<file path="src/rtl/fabric_cfg_ctrl.sv">
`default_nettype none
// ============================================================================
// Module      : fabric_cfg_ctrl
// Description : Sequencer for a daisy-chained PE group. It clears the PEs,
//               streams CHAIN_LEN config words from a valid/ready host source
//               into the head of the configuration shift chain, runs the PEs
//               until every unmasked PE reports done, and pulses done.
// Revision    : 1.0 - initial release
// ============================================================================
module fabric_cfg_ctrl #(
    parameter int CFG_WIDTH = 32,
    parameter int NUM_PE    = 16,
    parameter int CHAIN_LEN = 64,
    localparam int CNT_W    = $clog2(CHAIN_LEN + 1)
) (
    input  logic                 clk,
    input  logic                 rst_n,
    input  logic                 start,
    input  logic                 abort,
    input  logic [NUM_PE-1:0]    pe_mask,
    input  logic                 cfg_s_valid,
    input  logic [CFG_WIDTH-1:0] cfg_s_data,
    output logic                 cfg_s_ready,
    output logic                 cfg_en,
    output logic [CFG_WIDTH-1:0] cfg_data,
    output logic                 ctrl_clear,
    output logic                 ctrl_en,
    input  logic [NUM_PE-1:0]    pe_done,
    output logic                 busy,
    output logic                 done,
    output logic [CNT_W-1:0]     word_cnt,
    output logic [31:0]          run_cycles
);

    typedef enum logic [2:0] {
        S_IDLE  = 3'd0,
        S_CLEAR = 3'd1,
        S_LOAD  = 3'd2,
        S_RUN   = 3'd3,
        S_DONE  = 3'd4,
        S_ABORT = 3'd5
    } state_t;

    localparam logic [CNT_W-1:0] c_LAST_WORD = CNT_W'(CHAIN_LEN - 1);
    localparam logic [31:0]      c_RUN_MAX   = 32'hFFFF_FFFF;

    state_t              r_state;
    logic [NUM_PE-1:0]   r_mask;
    logic [CNT_W-1:0]    r_word_cnt;
    logic [31:0]         r_run_cycles;
    logic                r_ctrl_clear;
    logic                r_ctrl_en;
    logic                r_done;
    logic                r_busy;

    logic                w_handshake;
    logic                w_all_done;

    // Host handshake: abort withdraws ready so an abort cycle never shifts.
    assign cfg_s_ready = (r_state == S_LOAD) & ~abort;
    assign w_handshake = cfg_s_valid & cfg_s_ready;
    assign cfg_en      = w_handshake;
    assign cfg_data    = w_handshake ? cfg_s_data : '0;

    // Masked-out PEs are treated as already done.
    assign w_all_done  = &(pe_done | ~r_mask);

    assign ctrl_clear  = r_ctrl_clear;
    assign ctrl_en     = r_ctrl_en;
    assign done        = r_done;
    assign busy        = r_busy;
    assign word_cnt    = r_word_cnt;
    assign run_cycles  = r_run_cycles;

    // Sequencer; the Moore outputs are registered alongside the next state so
    // each one is a clean flop that equals a decode of the state register.
    always_ff @(posedge clk or negedge rst_n) begin
        if (!rst_n) begin
            r_state      <= S_IDLE;
            r_mask       <= '0;
            r_word_cnt   <= '0;
            r_run_cycles <= '0;
            r_ctrl_clear <= 1'b0;
            r_ctrl_en    <= 1'b0;
            r_done       <= 1'b0;
            r_busy       <= 1'b0;
        end else begin
            case (r_state)
                S_IDLE: begin
                    if (start) begin
                        r_mask       <= pe_mask;
                        r_state      <= S_CLEAR;
                        r_ctrl_clear <= 1'b1;
                        r_busy       <= 1'b1;
                    end
                end
                S_CLEAR: begin
                    r_word_cnt   <= '0;
                    r_run_cycles <= '0;
                    if (abort) begin
                        // Stay in clear for the abort cycle's clear pulse.
                        r_state      <= S_ABORT;
                    end else begin
                        r_state      <= S_LOAD;
                        r_ctrl_clear <= 1'b0;
                    end
                end
                S_LOAD: begin
                    if (abort) begin
                        r_state      <= S_ABORT;
                        r_ctrl_clear <= 1'b1;
                    end else if (w_handshake) begin
                        r_word_cnt <= r_word_cnt + CNT_W'(1);
                        if (r_word_cnt == c_LAST_WORD) begin
                            r_state   <= S_RUN;
                            r_ctrl_en <= 1'b1;
                        end
                    end
                end
                S_RUN: begin
                    if (abort) begin
                        r_state      <= S_ABORT;
                        r_ctrl_en    <= 1'b0;
                        r_ctrl_clear <= 1'b1;
                    end else begin
                        if (r_run_cycles != c_RUN_MAX) begin
                            r_run_cycles <= r_run_cycles + 32'd1;
                        end
                        if (w_all_done) begin
                            r_state   <= S_DONE;
                            r_ctrl_en <= 1'b0;
                            r_done    <= 1'b1;
                        end
                    end
                end
                S_DONE: begin
                    r_state <= S_IDLE;
                    r_done  <= 1'b0;
                    r_busy  <= 1'b0;
                end
                S_ABORT: begin
                    r_state      <= S_IDLE;
                    r_ctrl_clear <= 1'b0;
                    r_busy       <= 1'b0;
                end
                default: begin
                    r_state      <= S_IDLE;
                    r_ctrl_clear <= 1'b0;
                    r_ctrl_en    <= 1'b0;
                    r_done       <= 1'b0;
                    r_busy       <= 1'b0;
                end
            endcase
        end
    end

endmodule
`default_nettype wire

</file>
<file path="config.mk">
export PLATFORM = sky130hd
export DESIGN_NAME = fabric_cfg_ctrl
export DESIGN_NICKNAME = d
export VERILOG_FILES = /design/src/rtl/fabric_cfg_ctrl.sv
export SDC_FILE = /design/constraint.sdc
export NUM_CORES = 1
export LEC_CHECK = 0
export BUFFER_PORTS_ARGS = -buffer_cell sky130_fd_sc_hd__buf_4
export CORE_AREA = 2 2 86 88
export DETAILED_ROUTE_END_ITERATION = 16
export DIE_AREA = 0 0 88 90
export PLACE_DENSITY_LB_ADDON = 0.2
export SLEW_MARGIN = 20
export SYNTH_ARGS = -nofsm -noshare
export SYNTH_HDL_FRONTEND = slang
export SYNTH_SLANG_ARGS = --single-unit
</file>
<file path="constraint.sdc">
create_clock -name clk -period 5.45 [get_ports clk]
set_clock_uncertainty 0.15 [all_clocks]
set_input_delay 0.8175 -clock clk [delete_from_list [all_inputs] [get_ports clk]]
set_output_delay 0.8175 -clock clk [all_outputs]
set_load 0.1 [all_outputs]
</file>
* Yosys cells after proc, flatten, opt, wreduce, memory -nomap -nowiden
Index checks and enable logic that the tools add are counted.
** Storage, ports and cells
- Register bits :: 62
- Latch bits :: 0
- RAM bits :: 0
- Memory bits (read-only) :: 0
- Input port bits :: 69
- Output and inout port bits :: 77
- Word-level logic and storage cells :: 83
- Memories kept :: 0
** Operators by class
- Add/sub/neg operators :: 2
- $mul :: 0
- Div/mod/pow operators :: 0
- Order comparisons :: 0
- Equal/unequal tests :: 19
- Shifts and indexed selects :: 0
- Mux-type cells :: 29
- Bitwise operators :: 9
- Reduce and logical (&&, ||, !) cells :: 16
** Operators with widths (count)
- 32-bit 2-to-1 mux :: 3
- 32-bit case mux with 2 select lines :: 1
- 32-bit by 1-bit adder with 32-bit output (second input constant) :: 1
- 32-bit inequality test (second input constant) :: 1
- 3-bit 2-to-1 mux :: 7
- 16-bit NOT :: 1
- 16-bit bitwise OR :: 1
- 16-bit AND reduction :: 1
- 7-bit 2-to-1 mux :: 2
- 2-bit inequality test (second input constant) :: 7
- 7-bit case mux with 2 select lines :: 1
- 3-bit case mux with 4 select lines :: 1
- 1-bit 2-to-1 mux :: 10
- 3-bit AND reduction :: 3
- 4-bit AND reduction :: 2
- 4-bit OR reduction :: 2
- 7-bit by 1-bit adder with 7-bit output (second input constant) :: 1
- 7-bit by 6-bit equality test with 1-bit output (second input constant) :: 1
- 3-bit by 2-bit equality test with 1-bit output (second input constant) :: 2
- 3-bit equality test (second input constant) :: 2
- 3-bit inequality test (second input constant) :: 2
- 1-bit NOT :: 5
- 5-bit AND reduction :: 1
- 2-bit by 1-bit inequality test with 1-bit output (second input constant) :: 2
- 11 further kinds :: 15

* Longest topological paths before layout
- Depth in word-level cells :: 6
- Gate-level depth with buffers :: 8
- Mapped depth without buffers :: 6

* Least setup slack after synthesis
OpenSTA, ideal clock, no wires.
- Kind :: input to output
- Start :: input abort
- End :: output cfg_data[23]
- Arrival time :: 3.204 ns
- Required time :: 4.483 ns
- Setup slack :: 1.278 ns
- Cell stages on the path :: 3
- Buffers on the path :: 1
- Cell sequence :: nor4b_2 clkbuf_1 and3_1
** On the way
- Longest elaborated chain between the ends :: 4
** Ends and longest elaborated chain
- start: declaration :: RTL line 19 : input logic abort,
- 1-bit NOT :: RTL line 60 : assign cfg_s_ready = (r_state == S_LOAD) & ~abort;
- 1-bit bitwise AND :: RTL line 60
- via cfg_s_ready :: RTL line 23 : output logic cfg_s_ready,
- 1-bit bitwise AND :: RTL line 61 : assign w_handshake = cfg_s_valid & cfg_s_ready;
- 32-bit 2-to-1 mux :: RTL line 63 : assign cfg_data = w_handshake ? cfg_s_data : '0;
- end: declaration :: RTL line 25 : output logic [CFG_WIDTH-1:0] cfg_data,
The timed path passes the listed nets, and every way through them passes these cells.

* Final worst setup path
- Start :: register r_state[1]
- End :: output cfg_en
** On the way
- Longest elaborated chain between the ends :: 3
** Ends and longest elaborated chain
- start: declaration :: RTL line 47 : state_t r_state;
- start signal: assignment :: RTL line 79 : r_state <= S_IDLE;
- start signal: assignment :: RTL line 92 : r_state <= S_CLEAR;
- start signal: assignment :: RTL line 102 : r_state <= S_ABORT;
- 3-bit by 2-bit equality test with 1-bit output :: RTL line 60
- 1-bit bitwise AND :: RTL line 60
- 1-bit bitwise AND :: RTL line 61
- end: declaration :: RTL line 24 : output logic cfg_en,
No other way between the ends.

==> results.toml <==
[placement]
placed_area_mm2 = 0.00470
gp_congestion = 0.850
pre_cts_slack_ns = 1.82
dpl.hpwl_um = 7250
io_buffers = 145

[synthesis]
synth_edf_count = 0
synthTopCellsByArea = "dfrtp_1, and3_1, mux2_2, nand2_1, nand3_1"
avgSynthCellArea_um2 = 9.47
synth_warnings = 0
async_reset_ff_share_pct = 100
synth_cell_types = 56
synth-main-ff-cell = "dfrtp_1"
syn-instance-count = 377
netlist_area_mm2 = 0.00357
yosys.area.top_type = "dfrtp_1"
synth_nets = 448
synth_seq_area_share_pct = 43.5
synth_top_area_share_pct = 43.5
ys_seq_elements = 62

[cts]
clock_sinks = 62
cts_tree = "done"
cts_resized = 0
clk_latency_ns = 0.34
cts_hold_buf = 0
cts_setup_buffers = 0
cts_root_buf = "clkbuf_8"
clockBufferDepth = 2
htree_levels = 3
numCtsBuffers = 9
clkSlewWorstSetupHoldPaths_ns = 0.07

[routing]
drtPass1Iterations = 5
via_count = 3557
drt_iter0_markers = 178
wl_um = 9930
vias_per_cell = 5.76
drc = 0
wl_per_cell_um = 16.1
drtAntennaViolNets = 0

[finish]
fill_cells = 543
syn_to_final_growth_pct = 37.8
antenna_cells = 0
design_area_mm2 = 0.00492
fin_nets = 585
drive_above_1_share_pct = 36.1

[critical_path]
critPathLaunch = "r_state[1]"
cpLargestDelayFamily = "buffers and inverters"
crit_arrival_ns = 2.28
slowest_stage = "dfrtp_1"
cp.required_ns = 4.48
cp_slowest_stage_delay_ns = 0.61
crit_fanout = 25
crit_type = "reg -> out"
start_kind = "register"
worstPathCellList = "nor4b_4, buf_6, nand2_1, inv_2, buf_4"
crit_path_end_kind = "primary output"
reg2reg_from = "run_cycles[0]"
cp_num_buf_inv = 3

[power_and_ir_drop]
p_leak_nw = 2.43
max-vdd-ir-drop_uv = 278
power.density_mw_per_mm2 = 347
power_w = 0.00171

[grt]
grt_max_degree = 63
grt_pass1_vias = 3415
grt_pass1_wl_um = 16200
grt_usage_pct = 25.7
grt_overflow = 0
antenna_found_initial = 0

[run]
max-cap-violations = 0

[floorplanning]
start_util_pct = 50.8
die_area_mm2 = 0.00792
coreArea_mm2 = 0.00702
die-height_um = 90
fp.dieW_um = 88
rows = 31
ioPinCount = 146

[hold_path]
min_from = "r_mask[5]"
min-delay-path-class = "reg -> reg"

[timing]
fin_ws_ns = 2.20
period_share_pct = 59.6
final_max_slew_viol_count = 0
maxSlewHeadroom_pct = 37.8
setup_tns_ns = 0
fmax_ghz = 0.308
hold_violations = 0
worstMarginPinSlew_ns = 0.929
rsz0062_at_grt = "false"
setup_violations = 0
fin_crit_ns = 3.25

[outcome]
status = "finished clean"
==> report_power, final <==
part | internal (W) | total (W) | switching (W)
sequential | 0.000546 | 0.000624 | 0.0000784
combinational | 0.000209 | 0.000653 | 0.000444
clock | 0.000245 | 0.000430 | 0.000184
==> kinds of logic (layout without fill, tap and decap cells) <==
| family | Yosys count | count (layout) | share of synthesized area, % |
|---|---|---|---|
| xor+xnor | 6 | 6 | 1.47 |
| simple gates | 178 | 178 | 29.1 |
| compound gates | 79 | 79 | 16.2 |
| buf+inv | 34 | 175 | 4.14 |
| fa+ha+maj | 2 | 2 | 0.701 |
| mux | 16 | 16 | 4.94 |
| flops | 62 | 62 | 43.5 |
==> metal layers <==
| layer | wire length, um | global-route usage, % | up-vias | part of all wire [%] |
|---|---|---|---|---|
| li1 | - | - | 1701 | - |
| met1 | 3860 | 31.9 | 1694 | 39 |
| met2 | 5170 | 43.1 | 155 | 52 |
| met3 | 802 | 7.81 | 7 | 8.1 |
| met4 | 93 | 6.41 | 0 | 0.94 |
| met5 | 0 | 0 | - | 0 |
==> metrics by stage <==
step                utilization, %  hold slack, ns  cells
floorplan                        -           0.332    377
global placement              66.9           0.342    601
detailed placement            66.9           0.347    601
CTS                           69.9           0.363    616
global route                  70.0           0.378    617
finish                        70.0           0.360    617
==> layout make-up <==
| cell class | instances | area [um^2] | area share, % |
|---|---|---|---|
| clock inverter | 3 | 42.5 | 0.865 |
| sequential | 62 | 1550 | 31.6 |
| clock buffer | 12 | 165 | 3.36 |
| inverter | 13 | 48.8 | 0.992 |
| timing repair buffer | 147 | 1110 | 22.5 |
| tap | 99 | 124 | 2.52 |
| multi-input combinational | 281 | 1880 | 38.2 |
==> placed cells by master (no fill, tap or decap), types with 2 or more instances in the layout <==
cell and count:
a211o_1 2, a21oi_1 11, a31oi_1 7, a41oi_1 2, and2_1 6, and3_1 39
and4_1 4, buf_4 146, clkbuf_8 12, dfrtp_1 62, ha_1 2, inv_1 12
mux2_2 13, mux2i_1 3, nand2_1 33, nand2b_1 14, nand3_1 22, nand4_1 11
nor2_1 15, nor3_1 4, nor4_1 8, nor4b_4 2, o2111ai_1 4, o211ai_1 7
o21ai_0 14, o311ai_0 8, o311ai_1 3, o31ai_1 7, o41ai_1 5, or3_1 5
or4_1 4, xor2_1 5
==> cells in the mapped netlist (all sizes together), types with 6 or more instances <==
cell type,count
dfrtp,62
and3,39
nand2,34
nand3,22
nor2,16
clkbuf,15
nand2b,14
o21ai,14
inv,13
mux2,13
nand4,12
a21oi,11
o311ai,11
nor4,10
a31oi,7
o211ai,7
o31ai,7
and2,6
buf,6
o41ai,6
==> path summary, 6_finish.rpt <==
| path | cells after the start | slack, ns | to |
|---|---|---|---|
| worst max-delay path | 5 | 2.20 | cfg_en |
| worst min-delay path | 1 | 0.36 | r_mask[5] |
| worst max register to register | 6 | 2.59 | run_cycles[16] |
| worst min register to register | 1 | 0.36 | r_mask[5] |
| max in group asynchronous | 1 | 4.23 | ctrl_clear |
| min in group asynchronous | 1 | 0.38 | run_cycles[13] |
==> state kept, by name, indices dropped and copies added (netlist names) <==
register,cells
ctrl_en,1
run_cycles,32
busy,1
ctrl_clear,1
done,1
r_mask,16
r_state,3
word_cnt,7
No activity file was read; power rests on OpenSTA's default activity.
